`src/rtl/ldtu_bsl_pkg.sv`:
```
// Shared types and constants for the LiTe-DTU baseline calibration block.
// Latency: n/a (types, constants and helper functions only).
// Backpressure: n/a.
package ldtu_bsl_pkg;

  localparam int Nbits_12 = 12;  // raw ADC sample width
  localparam int Nbits_8  = 8;   // baseline value width

  typedef enum logic [1:0] {
    IDLE  = 2'd0,
    ACC   = 2'd1,
    STORE = 2'd2,
    DONE  = 2'd3
  } bsl_state_t;

  typedef enum logic {
    G01 = 1'b0,
    G10 = 1'b1
  } gsel_t;

  // The accumulator holds 2^nsamp_log2 full-scale samples without overflow.
  function automatic int acc_width(input int nsamp_log2);
    return Nbits_12 + nsamp_log2;
  endfunction

  // Per-gain bit position inside cal_err.
  function automatic logic [1:0] gsel_bit(input gsel_t g);
    return (g == G10) ? 2'b10 : 2'b01;
  endfunction

endpackage

```
`src/rtl/ldtu_bsl_accum.sv`:
```
// Sample accumulator with sample counter and no-data timeout counter.
// Latency: sum reflects a sample one cycle after it is accepted; count_full/timed_out are same-cycle flags.
// Backpressure: none; every sample_valid cycle is accepted.
//
// Ports: CLK, rst (sync, active-high), clear (zero all counters),
//        sample_in/sample_valid (sample to add), sum (running total),
//        count_full (this sample is the last of the block), timed_out (this idle cycle is the terminal one).
module ldtu_bsl_accum
  import ldtu_bsl_pkg::*;
#(
  parameter int  NSAMP_LOG2 = 6,
  parameter int  TIMEOUT    = 1023,
  localparam int AW         = acc_width(NSAMP_LOG2),
  localparam int TW         = $clog2(TIMEOUT + 1)
) (
  input  logic                CLK,
  input  logic                rst,
  input  logic                clear,
  input  logic [Nbits_12-1:0] sample_in,
  input  logic                sample_valid,
  output logic [AW-1:0]       sum,
  output logic                count_full,
  output logic                timed_out
);

  logic [NSAMP_LOG2-1:0] cnt;
  logic [TW-1:0]         tcnt;

  // Both flags describe the current cycle so the FSM can leave ACC on the
  // very edge that accepts the last sample / closes the last idle cycle.
  assign count_full = sample_valid && (cnt == '1);
  assign timed_out  = !sample_valid && (tcnt == TW'(TIMEOUT - 1));

  always_ff @(posedge CLK) begin
    if (rst || clear) begin
      sum  <= '0;
      cnt  <= '0;
      tcnt <= '0;
    end else if (sample_valid) begin
      sum  <= sum + AW'(sample_in);
      cnt  <= cnt + 1'b1;
      tcnt <= '0;
    end else if (tcnt != '1) begin
      // Saturate so the counter can never wrap back below the terminal count.
      tcnt <= tcnt + 1'b1;
    end
  end

endmodule

```
`src/rtl/ldtu_bsl_calib.sv`:
```
// Baseline calibration controller: averages 2^NSAMP_LOG2 samples per gain (g01 then g10), subtracts margin, saturates to 8 bits.
// Latency: with continuous valid, cal_done N+2 cycles (one gain) or 2N+3 cycles (both gains) after cal_start.
// Backpressure: none; samples are taken whenever the selected valid is high, cal_start while busy is dropped.
//
// Ports: CLK, rst (sync, active-high); cal_start/cal_mask/margin/shift_gain_10 (command, latched on start);
//        DATA12_g01/valid_g01, DATA12_g10/valid_g10 (raw samples);
//        BSL_VAL_g01/BSL_VAL_g10 (baselines), cal_busy, cal_done (pulse), cal_err (sticky per gain).
module ldtu_bsl_calib
  import ldtu_bsl_pkg::*;
#(
  parameter int NSAMP_LOG2 = 6,
  parameter int TIMEOUT    = 1023
) (
  input  logic                CLK,
  input  logic                rst,
  input  logic                cal_start,
  input  logic [1:0]          cal_mask,
  input  logic [3:0]          margin,
  input  logic [1:0]          shift_gain_10,
  input  logic [Nbits_12-1:0] DATA12_g01,
  input  logic                valid_g01,
  input  logic [Nbits_12-1:0] DATA12_g10,
  input  logic                valid_g10,
  output logic [Nbits_8-1:0]  BSL_VAL_g01,
  output logic [Nbits_8-1:0]  BSL_VAL_g10,
  output logic                cal_busy,
  output logic                cal_done,
  output logic [1:0]          cal_err
);

  localparam int AW = acc_width(NSAMP_LOG2);

  bsl_state_t          state;
  gsel_t               gsel;
  logic [1:0]          mask_q;
  logic [3:0]          margin_q;
  logic [1:0]          shift_q;

  logic [Nbits_12-1:0] sel_dat;
  logic                sel_vld;
  logic                acc_clear;
  logic [AW-1:0]       sum;
  logic                count_full;
  logic                timed_out;

  logic [AW-1:0]       mean_full;
  logic [AW-1:0]       diff;
  logic                below;
  logic                sat;
  logic [Nbits_8-1:0]  result;
  logic                more_g10;

  // Sample source follows the gain select; g10 gets the same shift as the datapath.
  always_comb begin
    sel_dat = DATA12_g01;
    sel_vld = 1'b0;
    if (gsel == G10) begin
      sel_dat = DATA12_g10 >> shift_q;
    end
    if (state == ACC) begin
      sel_vld = (gsel == G10) ? valid_g10 : valid_g01;
    end
  end

  // Zero the accumulator on every cycle that is not an active ACC cycle and on
  // the timeout cycle, so each ACC entry starts clean. STORE still sees the
  // full sum because the clear only lands at the end of that cycle.
  assign acc_clear = (state != ACC) || timed_out;

  ldtu_bsl_accum #(
    .NSAMP_LOG2 (NSAMP_LOG2),
    .TIMEOUT    (TIMEOUT)
  ) u_accum (
    .CLK          (CLK),
    .rst          (rst),
    .clear        (acc_clear),
    .sample_in    (sel_dat),
    .sample_valid (sel_vld),
    .sum          (sum),
    .count_full   (count_full),
    .timed_out    (timed_out)
  );

  // Mean, margin subtraction and 8-bit saturation, evaluated in STORE.
  always_comb begin
    mean_full = sum >> NSAMP_LOG2;
    diff      = mean_full - AW'(margin_q);
    below     = (mean_full <= AW'(margin_q));
    sat       = !below && (diff > AW'((1 << Nbits_8) - 1));
    result    = '0;
    if (sat) begin
      result = '1;
    end else if (!below) begin
      result = diff[Nbits_8-1:0];
    end
  end

  assign more_g10 = (gsel == G01) && mask_q[1];

  always_ff @(posedge CLK) begin
    if (rst) begin
      state       <= IDLE;
      gsel        <= G01;
      mask_q      <= '0;
      margin_q    <= '0;
      shift_q     <= '0;
      BSL_VAL_g01 <= '0;
      BSL_VAL_g10 <= '0;
      cal_busy    <= 1'b0;
      cal_done    <= 1'b0;
      cal_err     <= '0;
    end else begin
      cal_done <= 1'b0;
      case (state)
        IDLE: begin
          if (cal_start) begin
            mask_q   <= cal_mask;
            margin_q <= margin;
            shift_q  <= shift_gain_10;
            cal_err  <= '0;
            cal_busy <= 1'b1;
            if (cal_mask == 2'b00) begin
              state    <= DONE;
              cal_done <= 1'b1;
            end else begin
              state <= ACC;
              gsel  <= cal_mask[0] ? G01 : G10;
            end
          end
        end
        ACC: begin
          // count_full needs valid and timed_out needs !valid, so valid wins.
          if (count_full) begin
            state <= STORE;
          end else if (timed_out) begin
            cal_err <= cal_err | gsel_bit(gsel);
            if (more_g10) begin
              gsel <= G10;
            end else begin
              state    <= DONE;
              cal_done <= 1'b1;
            end
          end
        end
        STORE: begin
          if (gsel == G10) BSL_VAL_g10 <= result;
          else             BSL_VAL_g01 <= result;
          if (sat) cal_err <= cal_err | gsel_bit(gsel);
          if (more_g10) begin
            gsel  <= G10;
            state <= ACC;
          end else begin
            state    <= DONE;
            cal_done <= 1'b1;
          end
        end
        DONE: begin
          state    <= IDLE;
          cal_busy <= 1'b0;
        end
        default: state <= IDLE;
      endcase
    end
  end

endmodule

```
`config.mk`:
```
export PLATFORM = sky130hd
export DESIGN_NAME = ldtu_bsl_calib
export DESIGN_NICKNAME = d
export VERILOG_FILES = /design/src/rtl/ldtu_bsl_pkg.sv /design/src/rtl/ldtu_bsl_accum.sv /design/src/rtl/ldtu_bsl_calib.sv
export SDC_FILE = /design/constraint.sdc
export NUM_CORES = 1
export LEC_CHECK = 0
export ABC_AREA = 1
export BUFFER_PORTS_ARGS = -buffer_cell sky130_fd_sc_hd__buf_2
export CELL_PAD_IN_SITES_DETAIL_PLACEMENT = 1
export CELL_PAD_IN_SITES_GLOBAL_PLACEMENT = 2
export CORE_ASPECT_RATIO = 0.5
export CORE_MARGIN = 8
export CORE_UTILIZATION = 35
export DETAILED_ROUTE_END_ITERATION = 10
export GPL_TIMING_DRIVEN = 0
export PLACE_DENSITY = 0.93
export SLEW_MARGIN = 40
export SYNTH_ARGS = -nofsm -noshare
export SYNTH_HDL_FRONTEND = slang
export SYNTH_SLANG_ARGS = --single-unit
export TNS_END_PERCENT = 30
```
`constraint.sdc`:
```
create_clock -name CLK -period 6.06 [get_ports CLK]
set_clock_uncertainty 0.05 [all_clocks]
set_input_delay 0.606 -clock CLK [delete_from_list [all_inputs] [get_ports CLK]]
set_output_delay 0.606 -clock CLK [all_outputs]
set_load 0.05 [all_outputs]
```
==> reports/metrics.csv <==
metric,value,unit
vias in the first global route,3994,
Synth Warn #,0,
R2R Setup Slk,2.76,ns
highest-delay cell along the critical path,fa_1,
PwrDens,426.4,nW/um^2
Area Overhead vs Synth,19.73,%
Core Box Area,11080,um^2
Clock Sinks,64,
Mean Syn Cell Area,7.259,um^2
fin. max-slew vios,0,
Ports,57,
worst reg-to-reg path cell count,16,
Switch Pwr,909.3,uW
PortBufs,56,
crit share post-route,0.5440,
"commonest non-fill, non-tap cell in the layout",nand2_1,
routed len/inst,15.68,um
die area,15380,um^2
final setup margin,2.763,ns
RSZ-0062 raised after global routing,no,
Sequential Area,1281,um^2
HP Class,reg2reg,
share of cells above drive strength 1,0.1965,
Critical R2R Launch,gsel,
fin cells,771,
most frequent cells in the layout,"89 x nand2_1, 65 x inv_1, 64 x dfxtp_1, 59 x buf_2, 55 x nor2_1",
total grt overflow,0,
CTS tree,built,
number of CTS-inserted buffers,9,
Final Critical Period,3.297,ns
required time of the critical path,6.29,ns
Top delay family on crit path,simple AND/OR/NAND/NOR gates,
final setup violation count,0,
DRT antenna net count,0,
fmax,303.3,MHz
top_reg_cell synth,dfxtp_1,
Internal Pwr Total,1.144,mW
Layout Nets,683,
largest net degree at the start of global routing,13,
WP buf/inv,4,
min-delay src,margin_q[3],
final hold vios,0,
std cell rows,27,
Yosys reg bits,64,
initial antenna violation count,0,
WS Path Type,reg2reg,
switch share,0.4429,
Reg-to-Reg End,u_accum.sum[10],
CP Max Fanout,10,
mapped cell area,4021,um^2
first-pass GRT wire length,19.83,mm
dpl hpwl,9.604,mm
All-Layer GR Usage,0.1575,
P_leak,2.234,nW
sequential cell area fraction in the yosys report,0.3186,
clock share of power,0.283,
ys async rst share,0,
hold path depth,2,
Critical Path End Type,flip-flop,
Initial Utilization,0.3629,
gpl congestion,0.8265,
CTS resizes,0,
die span in x,167.6,um
critical path cell sequence,buf_6 -> nand2_1 -> inv_1 -> a221oi_1 -> ha_1 -> inv_1 -> fa_1 -> nand3b_1 -> nand2_1 -> a21oi_1 -> o21bai_1 -> a21oi_1 -> or2_2 -> nand3_1 -> nand2_1 -> inv_1,
pre-CTS setup slack,2.780,ns
DR vias,3940,
Post-synth EDFFs,0,
Fillers,1439,
hold endpoint,margin_q[3],
post-synth net total,616,
post-CTS setup buffers,0,
status,"finished, final reports clean",
Post-Route Setup TNS,0,ns
Sequential Power Share,0.253,
post-synthesis instance total,554,
insertion delay to the later sink of the worst-skew pair,0.34,ns
DRC,0,
worst IR drop on VDD,128.3,uV
first-pass iteration count of the detailed router,4,
hold-fix buffers at CTS,0,
aggregate routed wire length,12.09,mm
DP Cell Count,755,
crit path DAT,3.53,ns
max_slew headroom,0.5829,
Logic pwr share,0.463,
1st-iter DRT viols,177,
"CTS clk-pin slew, worst paths",0.06,ns
max-cap viol count,0,
CP Launch Type,flip-flop,
Crit path largest cell delay,0.42,ns
clk root buf,clkbuf_16,
clock buffer depth,2,
Worst Tran Pin Value,0.6257,ns
multi-input logic area,2394,um^2
CTS H-tree lvls,3,
Synth cell types,47,
Vert. Die Dim,91.80,um
vias per cell,5.110,
ANT cells,0,
-- cells by family after synthesis --
kind of cell,synth area share
adders and majority gates,0.08152
muxes,0.02240
DFF,0.3186
xor gates and xnor gates,0.03920
and+or+nand+nor,0.2564
buffers and inverters,0.08618
AOI/OAI and AO/OA,0.1957
-- power groups by stage --
stage	combinational (mW)	sequential [mW]	clock (mW)
after global placement	0.924	0.525	0
after global routing	1.05	0.526	0.614
after CTS	0.955	0.520	0.595
after detailed placement	0.946	0.527	0
final	0.951	0.520	0.582
after floorplan	0.610	0.624	0
-- cells in the mapped netlist (3+ instances only) --
cell      number  share of area
o21ai_1        7         0.0087
ha_1          23          0.072
clkbuf_1       7         0.0065
o22ai_1        3         0.0047
mux2i_1        9          0.022
nand4_1        7          0.011
nand2_2        7          0.011
o21ai_0       47          0.058
nor2_4         6          0.017
dfxtp_1       64           0.32
xor2_1        14          0.030
a21oi_1       49          0.061
inv_1         65          0.061
a31oi_1        3         0.0047
nor2_1        55          0.051
nor2_2         5         0.0078
nor3_1         3         0.0037
buf_2          3         0.0037
o221ai_1       8          0.017
nand2_1       89          0.083
or2_2          5         0.0078
nand3_1       29          0.036
xnor2_1        4         0.0087
inv_2          7         0.0065
a21oi_2        4         0.0087
nand2_4        4          0.011
-- stage by stage --
stage / total power, mW / hold WS [ns] / cell area (um^2) / utilization
floorplan: 1.233 / 0.3847 / 4021 / -
global placement: 1.449 / 0.3976 / 4483 / 0.4046
detailed placement: 1.474 / 0.4062 / 4483 / 0.4046
CTS: 2.069 / 0.4161 / 4815 / 0.4345
global route: 2.193 / 0.4406 / 4815 / 0.4345
finish: 2.053 / 0.4147 / 4815 / 0.4345
-- worst reg2reg max path: stages, from the launching register on --
cell and delay (ns):
dfxtp_1 0.32, buf_6 0.15, nand2_1 0.31, inv_1 0.11, a221oi_1 0.33, ha_1 0.24
inv_1 0.07, fa_1 0.42, nand3b_1 0.18, nand2_1 0.16, a21oi_1 0.12, o21bai_1 0.22
a21oi_1 0.12, or2_2 0.28, nand3_1 0.07, nand2_1 0.05, inv_1 0.04
-- flip-flops by register name, indices dropped and copies added, names as in the netlist, 2 cells and up --
name,cells
margin_q,4
cal_err,2
BSL_VAL_g01,8
u_accum.sum,18
shift_q,2
BSL_VAL_g10,8
u_accum.tcnt,10
u_accum.cnt,6
state,2
-- how the worst max path moves through the flow --
stage          startpoint               to  slack (ns)  cells after the start
2_1_floorplan        gsel  u_accum.sum[10]        3.39                     16
3_3_place_gp         gsel  u_accum.sum[10]        2.87                     16
3_5_place_dp         gsel  u_accum.sum[10]        2.78                     16
4_1_cts              gsel  u_accum.sum[10]        2.75                     16
5_1_grt              gsel  u_accum.sum[17]        2.45                     14
6_report             gsel  u_accum.sum[10]        2.76                     16
-- area by class of cell --
| class | instances | share of cell area |
|---|---|---|
| buffer | 13 | 0.01403 |
| clock buffer | 10 | 0.04964 |
| clock inverter | 6 | 0.01923 |
| inverter | 73 | 0.05795 |
| multi-input combinational | 404 | 0.4971 |
| sequential | 64 | 0.2661 |
| tap | 145 | 0.03768 |
| timing repair buffer | 56 | 0.05821 |
-- routing by layer --
metal,up-vias,share of wire,track usage
li1,1977,-,-
met1,1883,0.51,0.2090
met2,65,0.44,0.2503
met3,15,0.037,0.03720
met4,0,0.013,0.04871
met5,-,0,0
(Power assumes the default switching activity.)
